--- config.mk ---
export PLATFORM = sky130hd
export DESIGN_NAME = load_store_unit
export DESIGN_NICKNAME = d
export VERILOG_FILES = /design/src/rtl/lsu_pkg.sv /design/src/rtl/load_extend.sv /design/src/rtl/load_store_unit.sv
export SDC_FILE = /design/constraint.sdc
export NUM_CORES = 1
export LEC_CHECK = 0
export CORE_UTILIZATION = 45
export CTS_CLUSTER_SIZE = 30
export DETAILED_ROUTE_END_ITERATION = 8
export HOLD_SLACK_MARGIN = 0.08
export PLACE_DENSITY_LB_ADDON = 0.05
export SETUP_SLACK_MARGIN = 0.2
export SLEW_MARGIN = 5
export SYNTH_ARGS = -nofsm -noshare
export SYNTH_HDL_FRONTEND = slang
export SYNTH_SLANG_ARGS = --single-unit
--- constraint.sdc ---
create_clock -name clk -period 11.66 [get_ports clk]
set_clock_uncertainty 0.15 [all_clocks]
set_input_delay 3.498 -clock clk [delete_from_list [all_inputs] [get_ports clk]]
set_output_delay 3.498 -clock clk [all_outputs]
set_load 0.02 [all_outputs]
--- src/rtl/lsu_pkg.sv ---
// Shared constants, state encoding and request-decode helpers for the load/store unit.
package lsu_pkg;

   localparam logic [2:0] F3_B  = 3'b000;
   localparam logic [2:0] F3_H  = 3'b001;
   localparam logic [2:0] F3_W  = 3'b010;
   localparam logic [2:0] F3_BU = 3'b100;
   localparam logic [2:0] F3_HU = 3'b101;

   localparam logic [2:0] MEM_CTRL_BYTE = 3'b000;
   localparam logic [2:0] MEM_CTRL_WORD = 3'b010;

   typedef enum logic [1:0] {
      IDLE      = 2'd0,
      ACCESS    = 2'd1,
      ACCESS_HI = 2'd2,
      ERR       = 2'd3
   } lsu_state_t;

   function automatic logic funct3_legal(input logic i_we, input logic [2:0] i_f3);
      if (i_we) begin
         return (i_f3 == F3_B) || (i_f3 == F3_H) || (i_f3 == F3_W);
      end
      return (i_f3 == F3_B) || (i_f3 == F3_H) || (i_f3 == F3_W) ||
             (i_f3 == F3_BU) || (i_f3 == F3_HU);
   endfunction

   // Architectural access size in bytes, from the low funct3 bits.
   function automatic logic [2:0] access_size(input logic [1:0] i_f3_lo);
      case (i_f3_lo)
         2'b00:   return 3'd1;
         2'b01:   return 3'd2;
         default: return 3'd4;
      endcase
   endfunction

endpackage

--- src/rtl/load_extend.sv ---
// Selects the loaded byte/half/word from a raw memory word and sign- or zero-extends it.
module load_extend
   import lsu_pkg::*;
#(
   parameter int DATA_WIDTH = 32
) (
   input  logic [2:0]            i_funct3,
   input  logic [DATA_WIDTH-1:0] i_raw,
   output logic [DATA_WIDTH-1:0] o_data
);

   always_comb begin
      o_data = i_raw;
      case (i_funct3)
         F3_B:    o_data = {{(DATA_WIDTH-8){i_raw[7]}}, i_raw[7:0]};
         F3_BU:   o_data = {{(DATA_WIDTH-8){1'b0}}, i_raw[7:0]};
         F3_H:    o_data = {{(DATA_WIDTH-16){i_raw[15]}}, i_raw[15:0]};
         F3_HU:   o_data = {{(DATA_WIDTH-16){1'b0}}, i_raw[15:0]};
         default: o_data = i_raw;
      endcase
   end

endmodule

--- src/rtl/load_store_unit.sv ---
// MEM-stage load/store initiator: holds one byte/word memory access until mem_ready,
// splits SH into two byte writes, and flags illegal ops, range errors and timeouts.
module load_store_unit
   import lsu_pkg::*;
#(
   parameter int ADDR_WIDTH = 32,
   parameter int DATA_WIDTH = 32,
   parameter int MEM_BYTES  = 131072,
   parameter int TIMEOUT    = 16
) (
   input  logic                  clk,
   input  logic                  rst,
   input  logic                  req_valid,
   output logic                  req_ready,
   input  logic                  req_we,
   input  logic [2:0]            req_funct3,
   input  logic [ADDR_WIDTH-1:0] req_addr,
   input  logic [DATA_WIDTH-1:0] req_wdata,
   output logic                  resp_valid,
   output logic [DATA_WIDTH-1:0] resp_rdata,
   output logic                  resp_err,
   output logic [ADDR_WIDTH-1:0] mem_addr,
   output logic                  mem_we,
   output logic [2:0]            mem_ctrl,
   output logic                  mem_read,
   output logic [DATA_WIDTH-1:0] mem_wd,
   input  logic [DATA_WIDTH-1:0] mem_rd,
   input  logic                  mem_ready,
   output lsu_state_t            dbg_state
);

   localparam int CW = $clog2(TIMEOUT + 1);
   localparam logic [CW-1:0]       CNT_MAX   = CW'(TIMEOUT);
   localparam logic [ADDR_WIDTH:0] MEM_LIMIT = (ADDR_WIDTH + 1)'(MEM_BYTES);

   lsu_state_t            r_state, w_state_next;
   logic                  r_we;
   logic [2:0]            r_f3;
   logic [ADDR_WIDTH-1:0] r_addr;
   logic [7:0]            r_wdata_hi;
   logic [CW-1:0]         r_cnt, w_cnt_next;

   logic [ADDR_WIDTH-1:0] r_mem_addr, w_mem_addr;
   logic                  r_mem_we, w_mem_we;
   logic [2:0]            r_mem_ctrl, w_mem_ctrl;
   logic                  r_mem_read, w_mem_read;
   logic [DATA_WIDTH-1:0] r_mem_wd, w_mem_wd;
   logic                  r_resp_valid, w_resp_valid;
   logic                  r_resp_err, w_resp_err;
   logic [DATA_WIDTH-1:0] r_resp_rdata, w_resp_rdata;

   logic [ADDR_WIDTH:0]   w_req_end;
   logic                  w_req_legal;
   logic                  w_req_fire;
   logic                  w_timeout;
   logic                  w_sh_lo;
   logic [DATA_WIDTH-1:0] w_load_data;

   assign w_req_fire  = req_valid && (r_state == IDLE);
   assign w_req_end   = {1'b0, req_addr} +
                        {{(ADDR_WIDTH-2){1'b0}}, access_size(req_funct3[1:0])};
   assign w_req_legal = funct3_legal(req_we, req_funct3) && (w_req_end <= MEM_LIMIT);
   assign w_timeout   = (r_cnt == CNT_MAX);
   assign w_sh_lo     = r_we && (r_f3 == F3_H) && (r_state == ACCESS);

   load_extend #(.DATA_WIDTH(DATA_WIDTH)) u_load_extend (
      .i_funct3 (r_f3),
      .i_raw    (mem_rd),
      .o_data   (w_load_data)
   );

   always_ff @(posedge clk) begin
      if (rst) r_state <= IDLE;
      else     r_state <= w_state_next;
   end

   always_comb begin
      w_state_next = r_state;
      case (r_state)
         IDLE: begin
            if (req_valid) w_state_next = w_req_legal ? ACCESS : ERR;
         end
         ACCESS, ACCESS_HI: begin
            if (w_timeout)      w_state_next = IDLE;
            else if (mem_ready) w_state_next = w_sh_lo ? ACCESS_HI : IDLE;
         end
         default: w_state_next = IDLE;
      endcase
   end

   // Next values of the registered memory and response outputs.
   always_comb begin
      w_mem_addr   = r_mem_addr;
      w_mem_we     = r_mem_we;
      w_mem_ctrl   = r_mem_ctrl;
      w_mem_read   = r_mem_read;
      w_mem_wd     = r_mem_wd;
      w_cnt_next   = r_cnt;
      w_resp_valid = 1'b0;
      w_resp_err   = 1'b0;
      w_resp_rdata = '0;
      case (r_state)
         IDLE: begin
            if (req_valid) begin
               w_cnt_next = '0;
               if (w_req_legal) begin
                  w_mem_addr = req_addr;
                  w_mem_we   = req_we;
                  w_mem_read = !req_we;
                  w_mem_ctrl = (req_we && (req_funct3 != F3_W)) ? MEM_CTRL_BYTE : MEM_CTRL_WORD;
                  if (!req_we)                w_mem_wd = '0;
                  else if (req_funct3 == F3_W) w_mem_wd = req_wdata;
                  else                        w_mem_wd = {{(DATA_WIDTH-8){1'b0}}, req_wdata[7:0]};
               end
            end
         end
         ACCESS, ACCESS_HI: begin
            if (w_timeout || (mem_ready && !w_sh_lo)) begin
               w_mem_addr   = '0;
               w_mem_we     = 1'b0;
               w_mem_ctrl   = '0;
               w_mem_read   = 1'b0;
               w_mem_wd     = '0;
               w_resp_valid = 1'b1;
               w_resp_err   = w_timeout;
               w_resp_rdata = (w_timeout || r_we) ? '0 : w_load_data;
            end else if (mem_ready) begin
               w_mem_addr = r_addr + ADDR_WIDTH'(1);
               w_mem_wd   = {{(DATA_WIDTH-8){1'b0}}, r_wdata_hi};
               w_cnt_next = '0;
            end else begin
               w_cnt_next = r_cnt + CW'(1);
            end
         end
         default: begin
            w_resp_valid = 1'b1;
            w_resp_err   = 1'b1;
         end
      endcase
   end

   always_ff @(posedge clk) begin
      if (rst) begin
         r_we         <= 1'b0;
         r_f3         <= '0;
         r_addr       <= '0;
         r_wdata_hi   <= '0;
         r_cnt        <= '0;
         r_mem_addr   <= '0;
         r_mem_we     <= 1'b0;
         r_mem_ctrl   <= '0;
         r_mem_read   <= 1'b0;
         r_mem_wd     <= '0;
         r_resp_valid <= 1'b0;
         r_resp_err   <= 1'b0;
         r_resp_rdata <= '0;
      end else begin
         if (w_req_fire) begin
            r_we       <= req_we;
            r_f3       <= req_funct3;
            r_addr     <= req_addr;
            r_wdata_hi <= req_wdata[15:8];
         end
         r_cnt        <= w_cnt_next;
         r_mem_addr   <= w_mem_addr;
         r_mem_we     <= w_mem_we;
         r_mem_ctrl   <= w_mem_ctrl;
         r_mem_read   <= w_mem_read;
         r_mem_wd     <= w_mem_wd;
         r_resp_valid <= w_resp_valid;
         r_resp_err   <= w_resp_err;
         r_resp_rdata <= w_resp_rdata;
      end
   end

   assign req_ready  = (r_state == IDLE);
   assign resp_valid = r_resp_valid;
   assign resp_err   = r_resp_err;
   assign resp_rdata = r_resp_rdata;
   assign mem_addr   = r_mem_addr;
   assign mem_we     = r_mem_we;
   assign mem_ctrl   = r_mem_ctrl;
   assign mem_read   = r_mem_read;
   assign mem_wd     = r_mem_wd;
   assign dbg_state  = r_state;

endmodule

==> impl_metrics.env <==
export IMPL_status="finished clean"
export IMPL_cpPeakStageDelay_ns=0.76
export IMPL_drive_gt1_share_pct=5.297
export IMPL_hold_violations=0
export IMPL_via_count=7166
export IMPL_clkTransAtPathRegs_ns=0.06
export IMPL_die_h_um=131.6
export IMPL_yosys_cell_count_top_type="nand2_1"
export IMPL_timing_worst_slew_pin_value_ns=1.096
export IMPL_antenna_cells=0
export IMPL_root_buffer="clkbuf_16"
export IMPL_combinationalPowerShare_pct=41.5
export IMPL_route_detailed_drc=0
export IMPL_grt_pass1_wl_um=35600
export IMPL_fin_nets=1177
export IMPL_path_max_fanout=33
export IMPL_hpwl_um=14650
export IMPL_avgViaCountPerCell=5.529
export IMPL_min_period_over_period_pct=66.45
export IMPL_wl_met2_um=10300
export IMPL_ant_nets=0
export IMPL_clockBufferDepth=2
export IMPL_grt_antenna_before_repair=0
export IMPL_grt_max_degree=57
export IMPL_drt_iter0_markers=514
export IMPL_power_internal_w=0.001402
export IMPL_grt_setup_unrepaired="false"
export IMPL_yosys_area_share_xor_xnor_pct=4.634
export IMPL_topRoutingLayerUsed="met4"
export IMPL_max_freq_ghz=0.1291
export IMPL_wl_met1_um=9826
export IMPL_die_area_um2=17320
export IMPL_synth_compound_area_share_pct=22.48
export IMPL_clockPowerShare_pct=26.6
export IMPL_io_buffer_count=207
export IMPL_cts_buffers=17
export IMPL_power_switching_w=0.0008374
export IMPL_async_reset_ff_share_pct=0
export IMPL_die_w_um=131.6
export IMPL_core_area_um2=16470
export IMPL_cts_sinks=152
export IMPL_grt_total_usage_pct=25.50
export IMPL_timing_setup_tns_ns=0
export IMPL_grt_pass1_vias=6825
export IMPL_ys_seq_area_share_pct=40.25
export IMPL_critPathBufInv=2
export IMPL_cts_resized=0
export IMPL_maxCapViolCount=0
export IMPL_ir_worst_vdd_uv=111.1
export IMPL_area_delta_synth_final_pct=35.60
export IMPL_synthFlopType="dfxtp_1"
export IMPL_placementRows=47
export IMPL_initial_utilization_pct=45.91
export IMPL_cpMaxStageDelayCell="o21a_2"
export IMPL_synthCells=898
export IMPL_power_per_cell_area_nw_per_um2=218.5
export IMPL_firstDrtPassIters=5
export IMPL_min_path_type="flip-flop to flip-flop"
export IMPL_muxShareOfSynthArea_pct=4.419
export IMPL_synth_avg_cell_area_um2=8.418
export IMPL_met3_length_um=1091
export IMPL_power_leakage_nw=4.034
export IMPL_grt_overflow_total=0
export IMPL_ioPinCount=210
export IMPL_synth_top_area_share_pct=40.25
export IMPL_drv_slew=0
export IMPL_routabilityCongestion=0.8378
export IMPL_worstSetupEndpointType="flip-flop"
export IMPL_cts_setup_buffers=0
export IMPL_ff2ff_setup_slack_ns=7.48
export IMPL_seqPwrFrac_pct=31.9
export IMPL_cp_required_ns=11.87
export IMPL_yosys_warnings=0
export IMPL_synth_edf_count=0
export IMPL_wl_um=21510
export IMPL_synthTopCellsByCount="nand2_1, dfxtp_1, a21oi_1, clkbuf_1, o211a_1"
export IMPL_finalSetupViolCount=0
export IMPL_worstSetupPathType="input port to flip-flop"
export IMPL_slew_headroom_pct=26.48
export IMPL_htreeDepth=4
export IMPL_hold_buffers=0
export IMPL_swShare_pct=37.39
export IMPL_wl_per_cell_um=16.59
export IMPL_syn_area_um2=7560
export IMPL_min_period_ns=7.748
export IMPL_clk_latency_ns=0.42
export IMPL_synthAdderAreaFrac_pct=1.754
export IMPL_synth_top_family_by_area="compound AO/OA/AOI/OAI gates"
export IMPL_synth_area_leaders="dfxtp_1, nand2_1, o211a_1"
export IMPL_cts_tree="built"
export IMPL_critical_path_arrival_ns=7.95
export IMPL_critPathTopFamily="simple AND/OR/NAND/NOR gates"
export IMPL_synth_simple_gate_area_share_pct=20.61
export IMPL_synth_top_cell_by_area="dfxtp_1"
export IMPL_synth_seq_cells=152
export IMPL_whs_ns=0.3057
export IMPL_worstSetupStartpointType="input port"
export IMPL_path_cells="clkdlybuf4s50_1 > nor2_1 > ha_1 > fa_1 > a21oi_1 > or4b_1 > nor4b_2 > o22ai_1 > nor4_1 > o211a_1 > o21a_2 > buf_4 > mux2i_1"
export IMPL_ys_types=61
## sequential cells by signal, summed over array words and instances (netlist names), 2 cells and up
name,cells
r_wdata_hi,8
r_f3,3
dbg_state,2
mem_wd,32
resp_rdata,32
mem_addr,32
r_addr,32
r_cnt,5
## cell usage in the layout (no fill, tap or decap), drive strengths merged, types with 4 or more instances in the layout
| cell | count |
|---|---|
| clkdlybuf4s50 | 206 |
| nand2 | 188 |
| dfxtp | 152 |
| a21oi | 79 |
| o211a | 41 |
| o211ai | 40 |
| a22oi | 34 |
| nor2 | 31 |
| mux2i | 30 |
| xnor2 | 21 |
| nand3 | 20 |
| clkbuf | 20 |
| o21ai | 19 |
| xor2 | 19 |
| inv | 18 |
| nand4 | 15 |
| and2 | 14 |
| nor3 | 14 |
| and3 | 11 |
| nor4 | 11 |
| buf | 10 |
| ha | 9 |
| a211oi | 6 |
| a31oi | 5 |
| and4 | 5 |
| clkinv | 5 |
| nor2b | 4 |
| bufinv | 4 |
| nor4b | 4 |
## per-layer routing
layer  vias up  track usage (%)
met2       221            42.80
met4         0            7.364
li1       3542                -
met5         -                0
met1      3381            33.73
met3        22            3.897
## final timing paths
check        cells past startpoint           from         end
max reg2reg                      8   dbg_state[1]   mem_wd[3]
min reg2reg                      2     mem_wd[14]  mem_wd[14]
max                             13  req_funct3[1]  mem_wd[19]
min                              2     mem_wd[14]  mem_wd[14]
## metrics by stage
step	total power (W)	instance area, um^2	util, %	cells	setup WS (ns)
2_1_floorplan	0.001341	7564	-	899	5.240
3_5_place_dp	0.001656	9607	58.34	1264	3.533
6_report	0.002240	10250	62.26	1296	3.912
5_1_grt	0.002368	10250	62.26	1296	3.577
4_1_cts	0.002255	10250	62.26	1296	3.957
3_3_place_gp	0.001649	9607	58.34	1264	3.630
## power groups by stage
stage                     sequential, W  combinational (W)  clock [W]
final                          0.000715           0.000929   0.000596
after global routing           0.000731            0.00101   0.000628
after CTS                      0.000716           0.000933   0.000607
after detailed placement       0.000726           0.000930          0
after global placement         0.000725           0.000924          0
after floorplan                0.000816           0.000524          0
## worst min-delay path, stage by stage, from the launching register on
cell	delay (ns)
dfxtp_1	0.31
nand2_1	0.05
mux2i_1	0.05
## layout make-up
type / count / area (um^2)
fill: 1500 / 6215
multi-input combinational: 659 / 4090
clock inverter: 12 / 187.7
timing repair buffer: 216 / 2135
tap: 220 / 275.3
sequential: 152 / 3043
inverter: 17 / 63.81
clock buffer: 20 / 456.7
## logic make-up (layout without fill, tap and decap cells)
logic type / count (synthesis) / count (layout)
and+or+nand+nor: 331 / 331
AOI/OAI and AO/OA: 243 / 243
DFF: 152 / 152
buffers and inverters: 88 / 265
xor gates and xnor gates: 40 / 40
muxes: 33 / 33
adders and majority gates: 10 / 10
other: 1 / 2
No activity file was read; power rests on OpenSTA's default activity.
==> RTL change 1: new RTL, same flow settings <==
Set the parameter `ADDR_WIDTH` to 24 (it was 32).
--- a/src/rtl/load_store_unit.sv
+++ b/src/rtl/load_store_unit.sv
@@ -5,3 +5,3 @@
 #(
-   parameter int ADDR_WIDTH = 32,
+   parameter int ADDR_WIDTH = 24,
    parameter int DATA_WIDTH = 32,
Interface: changed (resized mem_addr and req_addr); port bits go from 210 to 194. No check against the original RTL was run, so the function may have changed too.
==> RTL change 1 against the original RTL <==
First-iteration DRC count shrank 9.5%. Register-to-register slack lost 0.94 ns. Routed wire length shrank 15%. Cell area shrank 14%. Setup slack lost 0.73 ns. Total power shrank 13%. Critical path type unchanged. Area after synthesis shrank 17%. Clock power shrank 6.9%. Cell count shrank 15%. Sequential cell count shrank 16. Largest cell class unchanged.
==> RTL change 1: results (changes against the original RTL) <==
- Cell-internal power: 1220 uW (-13%)
- CP arrival: 8.64 ns (+0.69 ns)
- CTS H-Tree Depth: 4 (unchanged)
- Max VDD drop: 135 uV (+21%)
- Placement Cell Area: 0.00818 sq mm (-15%)
- Sequential cell area: 0.00272 sq mm (-11%)
- Worst-path cell with the longest stage delay: buf_4
- Largest net degree at the start of global routing: 80 (+40%)
- Slew HR: 0.260 (-0.00446)
- Number of fillers in the final layout: 1157 (-23%)
- Mux share of post-synthesis cell area: 0.00979 (-0.0344)
- Compound-Gate Fraction of Synth Area: 0.221 (-0.00343)
- Number of global-route vias before repair: 5831 (-15%)
- PortBufs: 191 (-7.7%)
- Largest stage delay, worst path: roughly 0.75 ns
- Max Cap Viol: 0 (unchanged)
- Post-synth top cells: dfxtp_1, nand2_1, a21oi_1, nor2_1
- Status: complete, no violations
- Clk_lat worst skew: 0.42 ns (about the same)
- Xor and xnor area share after synthesis: 0.0433 (-0.00299)
- Adder-cell area share of the yosys netlist: 0.0212 (+0.00363)
- Diode count: 0 (unchanged)
- WL/cell: 16.6 microns (+0.23%)
- Yosys cell types: 63 (+3.3%)
- CTS Buffer Depth: 2 (unchanged)
- TritonCTS Buffers: 17 (unchanged)
- Dpl hpwl: 12.5 mm (-15%)
- First-pass GRT wire length: 29.1 mm (-18%)
- Nets: 1015 (-14%)
- Layout cells sized above 1: 0.0813 (+0.0284)
- Async SR Flop Fraction: 0 (unchanged)
- Sequential area share after synthesis: 0.435 (+0.0322)
- Leak Pwr: 0.00315 uW (-22%)
- RePlAce Congestion: 0.875 (+4.5%)
- Gr usage total: 0.255 (about the same)
- Top cells by area, synth: dfxtp_1, nand2_1, a21oi_1
- Initial detailed-routing violation count: 465 (-9.5%)
- Via count: 6059 (-15%)
- Worst-path fanout max: 79 (+140%)
- CP top delay family: compound AO/OA/AOI/OAI gates
RTL change 1: cell types whose count changed in the layout (fill, tap and decap cells not counted), sizes merged, moves of 18 or more:
cell    delta
o211a     -35
o211ai    -39
o21ai     +18
nor2      +21
mux2i     -25
nand2     -52
a211oi    +20
RTL change 1: cell families after synthesis:
family	count (synthesis)
simple gates	292
xor+xnor	31
flops	136
other cells	1
compound gates	201
mux	6
buf+inv	69
fa+ha+maj	10
RTL change 1: routing by layer:
| metal | part of all wire | track usage |
|---|---|---|
| met1 | 0.44 | 0.324 |
| met2 | 0.48 | 0.411 |
| met3 | 0.056 | 0.0589 |
| met4 | 0.026 | 0.112 |
| met5 | 0 | 0 |
RTL change 1: worst register-to-register path: cells and delay by family (launching register included):
| family | cells | cell delay, ns |
|---|---|---|
| AND/OR/NAND/NOR | 2 | 0.78 |
| buffers and inverters | 3 | 1.53 |
| AO/OA/AOI/OAI | 4 | 1.62 |
| flip-flops | 1 | 0.42 |
| adder cells (fa/ha/maj) | 1 | 0.52 |
RTL change 1: layout make-up:
type,instances,share of cell area
inverter,15,0.00639
sequential,136,0.309
clock inverter,11,0.0163
clock buffer,21,0.0534
tap,176,0.0250
timing repair buffer,197,0.223
multi-input combinational,542,0.367
RTL change 1: per-stage QoR:
stage	cells	setup slack (ns)
2_1_floorplan	747	5.17
3_3_place_gp	1065	3.03
3_5_place_dp	1065	2.80
4_1_cts	1097	3.22
5_1_grt	1098	2.76
6_report	1098	3.18
RTL change 1: path summary, 6_finish.rpt:
kind / start / endpoint / slack, ns / depth (start not counted)
worst max-delay path: req_funct3[1] / mem_ctrl[1]$_SDFFE_PP0P_ / 3.18 / 13
worst min-delay path: mem_wd[8]$_SDFFE_PP0P_ / mem_wd[8]$_SDFFE_PP0P_ / 0.31 / 2
worst max register to register: dbg_state[0]$_SDFFE_PP0P_ / mem_ctrl[1]$_SDFFE_PP0P_ / 6.54 / 10
worst min register to register: mem_wd[8]$_SDFFE_PP0P_ / mem_wd[8]$_SDFFE_PP0P_ / 0.31 / 2
RTL change 1: power by group through the flow:
| stage | Clock, uW | Sequential, uW | Combinational (uW) |
|---|---|---|---|
| final | 555 | 630 | 761 |
| after floorplan | 0 | 710 | 418 |
| after CTS | 564 | 629 | 758 |
| after detailed placement | 0 | 637 | 754 |
| after global placement | 0 | 633 | 736 |
| after global routing | 585 | 641 | 824 |
==> RTL change 2: new RTL, same settings <==
Without the edit above. Take the reset off `r_mem_addr`, `r_mem_wd` and `r_resp_rdata` and load them in a clocked block of their own.
--- a/src/rtl/load_store_unit.sv
+++ b/src/rtl/load_store_unit.sv
@@ -148,3 +148,2 @@
          r_cnt        <= '0;
-         r_mem_addr   <= '0;
          r_mem_we     <= 1'b0;
@@ -152,6 +151,4 @@
          r_mem_read   <= 1'b0;
-         r_mem_wd     <= '0;
          r_resp_valid <= 1'b0;
          r_resp_err   <= 1'b0;
-         r_resp_rdata <= '0;
       end else begin
@@ -164,3 +161,2 @@
          r_cnt        <= w_cnt_next;
-         r_mem_addr   <= w_mem_addr;
          r_mem_we     <= w_mem_we;
@@ -168,7 +164,11 @@
          r_mem_read   <= w_mem_read;
-         r_mem_wd     <= w_mem_wd;
          r_resp_valid <= w_resp_valid;
          r_resp_err   <= w_resp_err;
-         r_resp_rdata <= w_resp_rdata;
       end
+   end
+
+   always_ff @(posedge clk) begin
+      r_mem_addr   <= w_mem_addr;
+      r_mem_wd     <= w_mem_wd;
+      r_resp_rdata <= w_resp_rdata;
    end
Check against the original RTL: not equivalent (a bounded check fails within 4 cycles, from zero or initial values and one cycle with rst high).
==> RTL change 2 against the original RTL <==
Critical path depth shrank 1. Cell area shrank 3.6%. Routed wire length shrank 15%. Largest cell class is now registers. Sequential share of layout area grew 7.6 points. Global-route usage shrank 2.2 points. Count of clock-buffer cells in the layout grew 3. Setup slack lost 0.29 ns. Sequential cell count is the same. Area after synthesis shrank 6.7%. Combinational power shrank 5.5%. Total power grew 1.5%. Maximum frequency shrank 3.7%.
==> RTL change 2: results (changes against the original RTL) <==
- Gr usage total: 0.233 (-0.0221)
- CTS H-Tree Depth: 4 (unchanged)
- Adder-cell area share of the yosys netlist: 0.0188 (+0.00127)
- Initial detailed-routing violation count: 352 (-32%)
- RePlAce Congestion: 0.830 (-0.97%)
- Layout cells sized above 1: 0.0581 (+0.00510)
- Post CTS Setup Buffer Count: 0 (unchanged)
- WL/cell: 15.9 microns (-4.4%)
- First-pass GRT wire length: 29.4 mm (-18%)
- Dpl hpwl: 13.1 mm (-11%)
- Number of global-route vias before repair: 5888 (-14%)
- CP arrival: 7.94 ns (about the same)
- Largest stage delay, worst path: 0.72 ns (-0.04 ns)
- Yosys cell types: 62 (+1.6%)
- Clk_lat worst skew: 0.42 ns (about the same)
- Post-synth top cells: nand2_1, dfxtp_1, a21oi_1, edfxtp_1, inv_1
- Diode count: 0 (unchanged)
- Largest net degree at the start of global routing: 56 (-1.8%)
- DR vias/cell: 5.31 (-4.0%)
- Clock Tree Root: clkbuf_16
- Leak Pwr: 0.00362 uW (-10%)
- PortBufs: 207 (unchanged)
- Max VDD drop: 134 uV (+21%)
- RR Startpoint: r_cnt[0]$_SDFFE_PP0P_
- Xor and xnor area share after synthesis: 0.0472 (+0.000863)
- Launching element of the worst setup path: req_funct3[1]
- Worst-path clk slew: 0.06 ns (about the same)
- Nets: 1048 (-11%)
- Mux share of post-synthesis cell area: 0.0181 (-0.0261)
- Slew HR: 0.231 (-0.0338)
- Number of flops mapped to enable cells by yosys: 64 (+64)
- Most frequently used flop master after synthesis: dfxtp_1
- Place WS: 3.17 ns (-0.365 ns)
- Status: complete, no violations
- Worst-path fanout max: 46 (+39%)
- Worst-path cell with the longest stage delay: a21oi_1
- Number of fillers in the final layout: 1270 (-15%)
- Compound-Gate Fraction of Synth Area: 0.145 (-0.0800)
- CTS Buffer Depth: 2 (unchanged)
- Sequential area share after synthesis: 0.522 (+0.120)
- # hold bufs at CTS: 0 (unchanged)
- Top cells by area, synth: edfxtp_1, dfxtp_1, nand2_1
- Hold Crit Start: r_wdata_hi[7]$_SDFFE_PP0P_
- Antenna violations before repair: 0 (unchanged)
RTL change 2: changes by cell type in the layout (fill, tap and decap cells not counted), moves of 24 or more:
cell and delta:
o211a_1 -40, o211ai_1 -38, a22oi_1 -33, dfxtp_1 -64
edfxtp_1 +64, nand2_1 -54, inv_1 +24, o22ai_1 +30
RTL change 2: final timing paths:
check,to,cells past startpoint,slack (ns)
setup / recovery,mem_wd[7]$_DFFE_PP_,12,3.62
hold / removal,r_wdata_hi[7]$_SDFFE_PP0P_,2,0.31
setup reg to reg,mem_wd[7]$_DFFE_PP_,10,8.27
hold reg to reg,r_wdata_hi[7]$_SDFFE_PP0P_,2,0.31
RTL change 2: cell families (layout without fill, tap and decap cells):
kind of cell / after synthesis / in the layout
other cells: 1 / 2
fa+ha+maj: 10 / 10
buf+inv: 78 / 281
simple gates: 282 / 282
mux: 12 / 12
flops: 152 / 152
xor+xnor: 38 / 38
compound gates: 170 / 170
RTL change 2: per-stage QoR:
stage | util | instances | area, sq um
5_1_grt | 0.648 | 1158 | 9880
3_5_place_dp | 0.607 | 1126 | 9270
4_1_cts | 0.648 | 1158 | 9880
2_1_floorplan | - | 744 | 7050
6_report | 0.648 | 1158 | 9880
3_3_place_gp | 0.607 | 1126 | 9270
RTL change 2: report_power, final:
group | internal (uW) | switching [uW]
sequential | 764 | 73.7
clock | 343 | 214
combinational | 362 | 516
RTL change 2: critical path: cells and delay by family:
kind | cells | cell delay (ns)
compound gates | 6 | 2.35
simple gates | 2 | 0.19
buf+inv | 2 | 1.19
fa+ha+maj | 2 | 0.66
RTL change 2: final cells by class:
class / count / share of cell area
repair buffers: 211 / 0.212
clock inverters: 9 / 0.00823
multi-input cells: 514 / 0.312
clock buffers: 23 / 0.0538
well taps: 211 / 0.0267
flip-flops and latches: 152 / 0.373
inverters: 38 / 0.0144
RTL change 2: per-layer routing:
layer,track usage,vias to the layer above,share of wire
met1,0.295,2881,0.43
met3,0.0578,26,0.071
met2,0.383,240,0.48
li1,-,2998,-
met5,0,-,0
met4,0.0903,0,0.019
